<file path="config.mk">
export PLATFORM = sky130hd
export DESIGN_NAME = latch_write_ctrl
export DESIGN_NICKNAME = d
export VERILOG_FILES = /design/src/rtl/latch_write_ctrl.sv
export SDC_FILE = /design/constraint.sdc
export NUM_CORES = 1
export LEC_CHECK = 0
export ABC_AREA = 1
export BUFFER_PORTS_ARGS = -buffer_cell sky130_fd_sc_hd__buf_2
export CAP_MARGIN = 15
export CORE_UTILIZATION = 41
export DETAILED_ROUTE_END_ITERATION = 8
export HOLD_SLACK_MARGIN = 0.1
export PLACE_DENSITY = 0.66
export SYNTH_ARGS = -nofsm -noshare
export SYNTH_HDL_FRONTEND = slang
export SYNTH_SLANG_ARGS = --single-unit
export TNS_END_PERCENT = 50
</file>
<file path="constraint.sdc">
create_clock -name i_clk -period 1.5 [get_ports i_clk]
set_input_delay 0.15 -clock i_clk [delete_from_list [all_inputs] [get_ports i_clk]]
set_output_delay 0.15 -clock i_clk [all_outputs]
set_load 0.03 [all_outputs]
</file>
<file path="src/rtl/latch_write_ctrl.sv">
// Write sequencer for an external latch bank: set up LD, pulse LEN, hold, then
// read back true/complement outputs and flag a mismatch.
module latch_write_ctrl #(
  parameter int WIDTH     = 8,
  parameter int SETUP_CYC = 2,
  parameter int PULSE_CYC = 3,
  parameter int HOLD_CYC  = 2
) (
  input  logic             i_clk,
  input  logic             i_rst_n,
  input  logic             i_start,
  input  logic [WIDTH-1:0] i_din,
  output logic [WIDTH-1:0] o_ld,
  output logic             o_len,
  input  logic [WIDTH-1:0] i_lq,
  input  logic [WIDTH-1:0] i_lqn,
  output logic             o_busy,
  output logic             o_done,
  output logic             o_err,
  output logic [7:0]       o_err_cnt
);

  // state | meaning
  // IDLE  | waiting for START, LD held from last write
  // SETUP | LD stable, LEN low, SETUP_CYC cycles
  // PULSE | LEN high, PULSE_CYC cycles
  // HOLD  | LD stable after LEN falls, HOLD_CYC cycles
  // CHECK | one cycle; read back compared at exit edge
  typedef enum logic [2:0] {
    S_IDLE,
    S_SETUP,
    S_PULSE,
    S_HOLD,
    S_CHECK
  } state_t;

  localparam logic [3:0] SETUP_LD = 4'(SETUP_CYC - 1);
  localparam logic [3:0] PULSE_LD = 4'(PULSE_CYC - 1);
  localparam logic [3:0] HOLD_LD  = 4'(HOLD_CYC - 1);

  state_t           r_state;
  logic [3:0]       r_cnt;
  logic [WIDTH-1:0] r_ld;
  logic             r_len;
  logic             r_busy;
  logic             r_done;
  logic             r_err;
  logic [7:0]       r_err_cnt;
  logic             w_err;

  assign w_err = (i_lq != r_ld) || (i_lqn != ~i_lq);

  always_ff @(posedge i_clk) begin
    if (!i_rst_n) begin
      r_state   <= S_IDLE;
      r_cnt     <= '0;
      r_ld      <= '0;
      r_len     <= 1'b0;
      r_busy    <= 1'b0;
      r_done    <= 1'b0;
      r_err     <= 1'b0;
      r_err_cnt <= '0;
    end else begin
      r_done <= 1'b0;
      case (r_state)
        S_IDLE: begin
          if (i_start) begin
            r_ld    <= i_din;
            r_cnt   <= SETUP_LD;
            r_busy  <= 1'b1;
            r_state <= S_SETUP;
          end
        end
        S_SETUP: begin
          if (r_cnt == 4'd0) begin
            r_cnt   <= PULSE_LD;
            r_len   <= 1'b1;
            r_state <= S_PULSE;
          end else begin
            r_cnt <= r_cnt - 4'd1;
          end
        end
        S_PULSE: begin
          if (r_cnt == 4'd0) begin
            r_cnt   <= HOLD_LD;
            r_len   <= 1'b0;
            r_state <= S_HOLD;
          end else begin
            r_cnt <= r_cnt - 4'd1;
          end
        end
        S_HOLD: begin
          if (r_cnt == 4'd0) begin
            r_state <= S_CHECK;
          end else begin
            r_cnt <= r_cnt - 4'd1;
          end
        end
        S_CHECK: begin
          r_err   <= w_err;
          r_done  <= 1'b1;
          r_busy  <= 1'b0;
          r_state <= S_IDLE;
          // error counter saturates rather than wrapping
          if (w_err && (r_err_cnt != 8'hFF)) begin
            r_err_cnt <= r_err_cnt + 8'd1;
          end
        end
        default: begin
          r_len   <= 1'b0;
          r_busy  <= 1'b0;
          r_state <= S_IDLE;
        end
      endcase
    end
  end

  assign o_ld      = r_ld;
  assign o_len     = r_len;
  assign o_busy    = r_busy;
  assign o_done    = r_done;
  assign o_err     = r_err;
  assign o_err_cnt = r_err_cnt;

endmodule
</file>
After elaboration in Yosys (flattened, before gate mapping). Cells that the tools add are included.

Multiplexer cells: 16. Equality and inequality tests: 12. Divide/modulo/power cells: 0. Reduce and logical (&&, ||, !) cells: 13. $mul: 0. Add/subtract/negate cells: 2. Bitwise logic cells: 3. Magnitude comparators: 0. Shifts and indexed selects: 0.

Operator list (count): $mux 4 (4); $ne 8x8->1 (2); $pmux 4 s4 (1); $mux 3 (4); $pmux 3 s4 (1); $ne 2x2->1 const B (5); $add 8x1->8 const B (1); $ne 8x8->1 const B (1); $not 8->8 (1); $eq 3x2->1 const B (2); $reduce_and 2->1 (3); $reduce_and 3->1 (2); $reduce_or 3->1 (2); $logic_not 4->1 (1); $mux 1 (4); $reduce_and 4->1 (1); $reduce_bool 4->1 (1); $sub 4x1->4 const B (1); $eq 3x1->1 const B (1); $eq 3x3->1 const B (1); $logic_not 3->1 (1); $pmux 1 s3 (1); $not 1->1 (2); $pmux 1 s2 (1); 2 further kinds (2).

Register bits: 27. Bits in read-only memories: 0. Input bits: 27. Word-level logic and storage cells: 54. Memories kept: 0. Bits in latches: 0. Bits in writable memories: 0.

Logic depth before layout (Yosys ltp).
Depth in word-level cells: 5. Mapped depth: 11. Mapped depth without buffers: 11.

Least setup slack after synthesis. OpenSTA, ideal clock, no wires.

Path kind: register to register. Start: register r_err_cnt[1], in the netlist o_err_cnt[1]. End: register r_err_cnt[6], in the netlist o_err_cnt[6]. Path buffers: 0. Setup time: 68 ps. Path slack: -73 ps. Clock period less this slack: 1573 ps. Cell stages (with the launch flop): 8. Arrival time: 1505 ps. Path through: dfxtp_1 > ha_1 > nand2_1 > nor2_2 > nand3_4 > nand3_4 > nand2_1 > a21oi_2.

Word-level cells in the longest chain between the ends: 3. Elaborated cells on any way between the ends: 4. Those cells by class: 1 x add/sub; 1 x eq/ne; 2 x reduce/logical.

RTL lines: start: declaration (line 48) `logic [7:0] r_err_cnt;`; start signal: assignment (line 106) `r_err_cnt <= r_err_cnt + 8'd1;`; branches (longest 3 deep; another with $add 8x1->8).

Several ways; the timed one is not identified. A chain may end at the register's enable or synchronous reset.

Worst setup path in the final report.
Start: register r_cnt[0]. End: register r_cnt[3].

Word-level cells in the longest chain between the ends: 3. Elaborated cells on any way between the ends: 8. Those cells by class: 1 x add/sub; 1 x eq/ne; 4 x mux; 2 x reduce/logical.

RTL lines: start: declaration (line 42) `logic [3:0] r_cnt;`; start signal: assignment (line 80) `r_cnt <= r_cnt - 4'd1;`; start signal: assignment (line 89) `r_cnt <= r_cnt - 4'd1;`; start signal: assignment (line 96) `r_cnt <= r_cnt - 4'd1;`; $sub 4x1->4 / $logic_not 4->1 (equally long branches); $mux 4 (tied with other cells) (line 93) `if (r_cnt == 4'd0) begin`; $pmux 4 s4 / $reduce_and 3->1 (equally long branches).

Parallel ways exist; a longest one is shown, timed or not. The select of a mux whose other input is x is not followed.

==> impl_metrics.env <==
export IMPL_synthSimpleGateAreaFrac_pct=37.1
export IMPL_synth_compound_area_share_pct=14.2
export IMPL_vias=1602
export IMPL_die_h_um=64.4
export IMPL_crit_family="simple AND/OR/NAND/NOR gates"
export IMPL_clk_latency_ps=280
export IMPL_min_path_type="input port to register"
export IMPL_dieWidth_um=64.4
export IMPL_ir_worst_vdd_mv=0.922
export IMPL_crit_required_ps=1660
export IMPL_antenna_found_initial=0
export IMPL_route_final_wire_length_um=3500
export IMPL_ios=47
export IMPL_max_cap_viol_count=0
export IMPL_p_total_mw=2.75
export IMPL_yosys_warnings=0
export IMPL_rows=22
export IMPL_syn_area_per_cell_um2=6.59
export IMPL_die_area_um2=4140
export IMPL_critPathArrivalTime_ps=1560
export IMPL_power_per_cell_area_nw_per_um2=1390
export IMPL_viasPerCell=4.70
export IMPL_grtUsageTotal_pct=17.5
export IMPL_fin_area_um2=1980
export IMPL_drt_pass1_iter_count=4
export IMPL_synth_top_family_by_area="simple AND/OR/NAND/NOR gates"
export IMPL_design_core_area_um2=3690
export IMPL_place_congestion=0.849
export IMPL_synth_area_leader_cell="dfxtp_1"
export IMPL_ys_flop_type="dfxtp_1"
export IMPL_synth_edff_count=0
export IMPL_crit_top_cell="inv_1"
export IMPL_place_hpwl_um=2670
export IMPL_min_period_ps=1390
export IMPL_dp_cells=337
export IMPL_crit_type="register to register"
export IMPL_diodes=0
export IMPL_nets=323
export IMPL_syn_nets=271
export IMPL_drtAntennaViolNets=0
export IMPL_cp_cell_sequence="inv_1 > ha_2 > nand2_2 > inv_1 > nand2_1 > nand2_2 > nor2_4 > inv_1 > nand2_1 > a21oi_1"
export IMPL_setup_viol=0
export IMPL_seq_area_frac_synth_pct=33.9
export IMPL_synthArstFlopShare_pct=0
export IMPL_grt_pass1_wl_um=5670
export IMPL_detail_route_wl_per_cell_um=10.3
export IMPL_leakagePower_nw=0.993
export IMPL_fin_skew_ps=9.07
export IMPL_start_util_pct=43.2
export IMPL_grt_max_degree=17
export IMPL_clockRootBuffer="clkbuf_8"
export IMPL_yosysMostFrequentCell="nand2_1"
export IMPL_grt_pass1_vias=1323
export IMPL_fmax_ghz=0.718
export IMPL_n_fill_cell=378
export IMPL_ys_top_cells_by_count="nand2_1, inv_1, dfxtp_1"
export IMPL_final_instance_count_excl_fill=341
export IMPL_detail_route_iter0_violations=93
export IMPL_portBuffers=46
export IMPL_cts_tree="built"
export IMPL_fin_crit_sh_pct=92.8
export IMPL_cts_buffer_depth=2
export IMPL_cp_num_buf_inv=3
export IMPL_rsz0062_at_grt="true"
export IMPL_critPathMaxStageDelay_ps=350
export IMPL_ys_ff_latch=27
export IMPL_cts_buffers=3
export IMPL_drc_errors=0
export IMPL_crit_slowest_cell="dfxtp_1"
export IMPL_htreeDepth=1
export IMPL_synth_area_um2=1590
export IMPL_crit_path_max_fanout=4
export IMPL_hold_violations=0
export IMPL_critPathCaptureType="register"
export IMPL_area_delta_synth_final_pct=24.2
export IMPL_dpl_instance_area_um2=1900
export IMPL_netlist_cell_type_count=26
export IMPL_synthMuxAreaShare_pct=0
export IMPL_drive_above_1_share_pct=30.0
export IMPL_path_clk_slew_ps=90
export IMPL_yosysTopAreaCellShare_pct=33.9
export IMPL_synth_xor_area_share_pct=3.30
export IMPL_outcome="finished, final reports clean"
export IMPL_slew_violations=0
export IMPL_numClockSinks=27
export IMPL_grt_overflow=0
export IMPL_cts_hold_buf=0
export IMPL_max_slew_worst_pin_slew_ps=380
export IMPL_start_kind="register"
export IMPL_synthTopCellsByArea="dfxtp_1, nand2_1, inv_1, a21oi_1, o21ai_0"
export IMPL_slew_headroom_pct=74.5
export IMPL_rrSetupSlack_ps=110
export IMPL_syn_inst=242
export IMPL_synthAdderAreaFrac_pct=1.57
## metal layers
metal / part of all wire [%] / global-route usage, % / up-vias
li1: - / - / 871
met3: 5.1 / 4.11 / 2
met5: 0 / 0 / -
met2: 46 / 28.9 / 40
met4: 0.54 / 4.17 / 0
met1: 48 / 22.6 / 689
## area by class of cell
| type | count | area [um^2] | share of cell area [%] |
|---|---|---|---|
| timing repair buffer | 50 | 260 | 13.1 |
| inverter | 37 | 139 | 7.02 |
| sequential | 27 | 546 | 27.6 |
| clock buffer | 3 | 41.3 | 2.09 |
| tap | 48 | 60.1 | 3.03 |
| multi-input combinational | 175 | 926 | 46.8 |
| clock inverter | 1 | 7.51 | 0.379 |
## path summary, 6_finish.rpt
check	start	end	cells past startpoint
worst max-delay path	r_cnt[0]	r_cnt[3]	10
worst min-delay path	i_rst_n	o_busy	3
worst max register to register	r_cnt[0]	r_cnt[3]	10
worst min register to register	o_busy	o_busy	2
## registers in the layout (all words and copies together) (netlist names)
signal	cells
o_busy	1
r_state	3
o_len	1
o_done	1
r_cnt	4
o_ld	8
o_err_cnt	8
o_err	1
## cells in the final DEF, fill, tap and decap left out, drive strengths merged
cell,count
dfxtp,27
nor2,23
ha,2
xor2,6
o22ai,1
nand3,9
clkinvlp,1
a21oi,24
o21ai,15
nor3,2
clkinv,1
nand2,82
inv,36
buf,50
clkbuf,3
a211oi,1
a31oi,1
nand3b,1
nand4,8
## through the flow
stage | setup TNS [ps] | util (%) | worst slack (ps) | hold slack [ps]
2_1_floorplan | 0 | - | 61.2 | 314
3_3_place_gp | 0 | 51.5 | 66.0 | 421
3_5_place_dp | 0 | 51.5 | 62.2 | 418
4_1_cts | 0 | 52.8 | 41.1 | 104
5_1_grt | -14.4 | 53.7 | -12.4 | 116
6_report | 0 | 53.7 | 107 | 120
## what timing repair did
item	in CTS	in global routing
buffers inserted	0	0
endpoints found under the setup margin	0	10
resized for setup	0	10
## where the power goes
part / switching [mW] / leakage [nW] / internal [mW]
sequential: 0.105 / 0.222 / 0.868
clock: 0.227 / 0.0217 / 0.189
combinational: 0.889 / 0.748 / 0.475
## cell families (layout without fill, tap and decap cells)
logic type	after synthesis	count (layout)
and+or+nand+nor	125	125
AOI/OAI and AO/OA	42	42
buffers and inverters	40	91
DFF	27	27
xor gates and xnor gates	6	6
adders and majority gates	2	2
## worst register-to-register path, stage by stage (launching register included)
cell and delay (ps):
dfxtp_1 350, inv_1 80, ha_2 210, nand2_2 80
inv_1 70, nand2_1 80, nand2_2 90, nor2_4 160
inv_1 70, nand2_1 50, a21oi_1 50
Power figures use the tool's default switching activity.
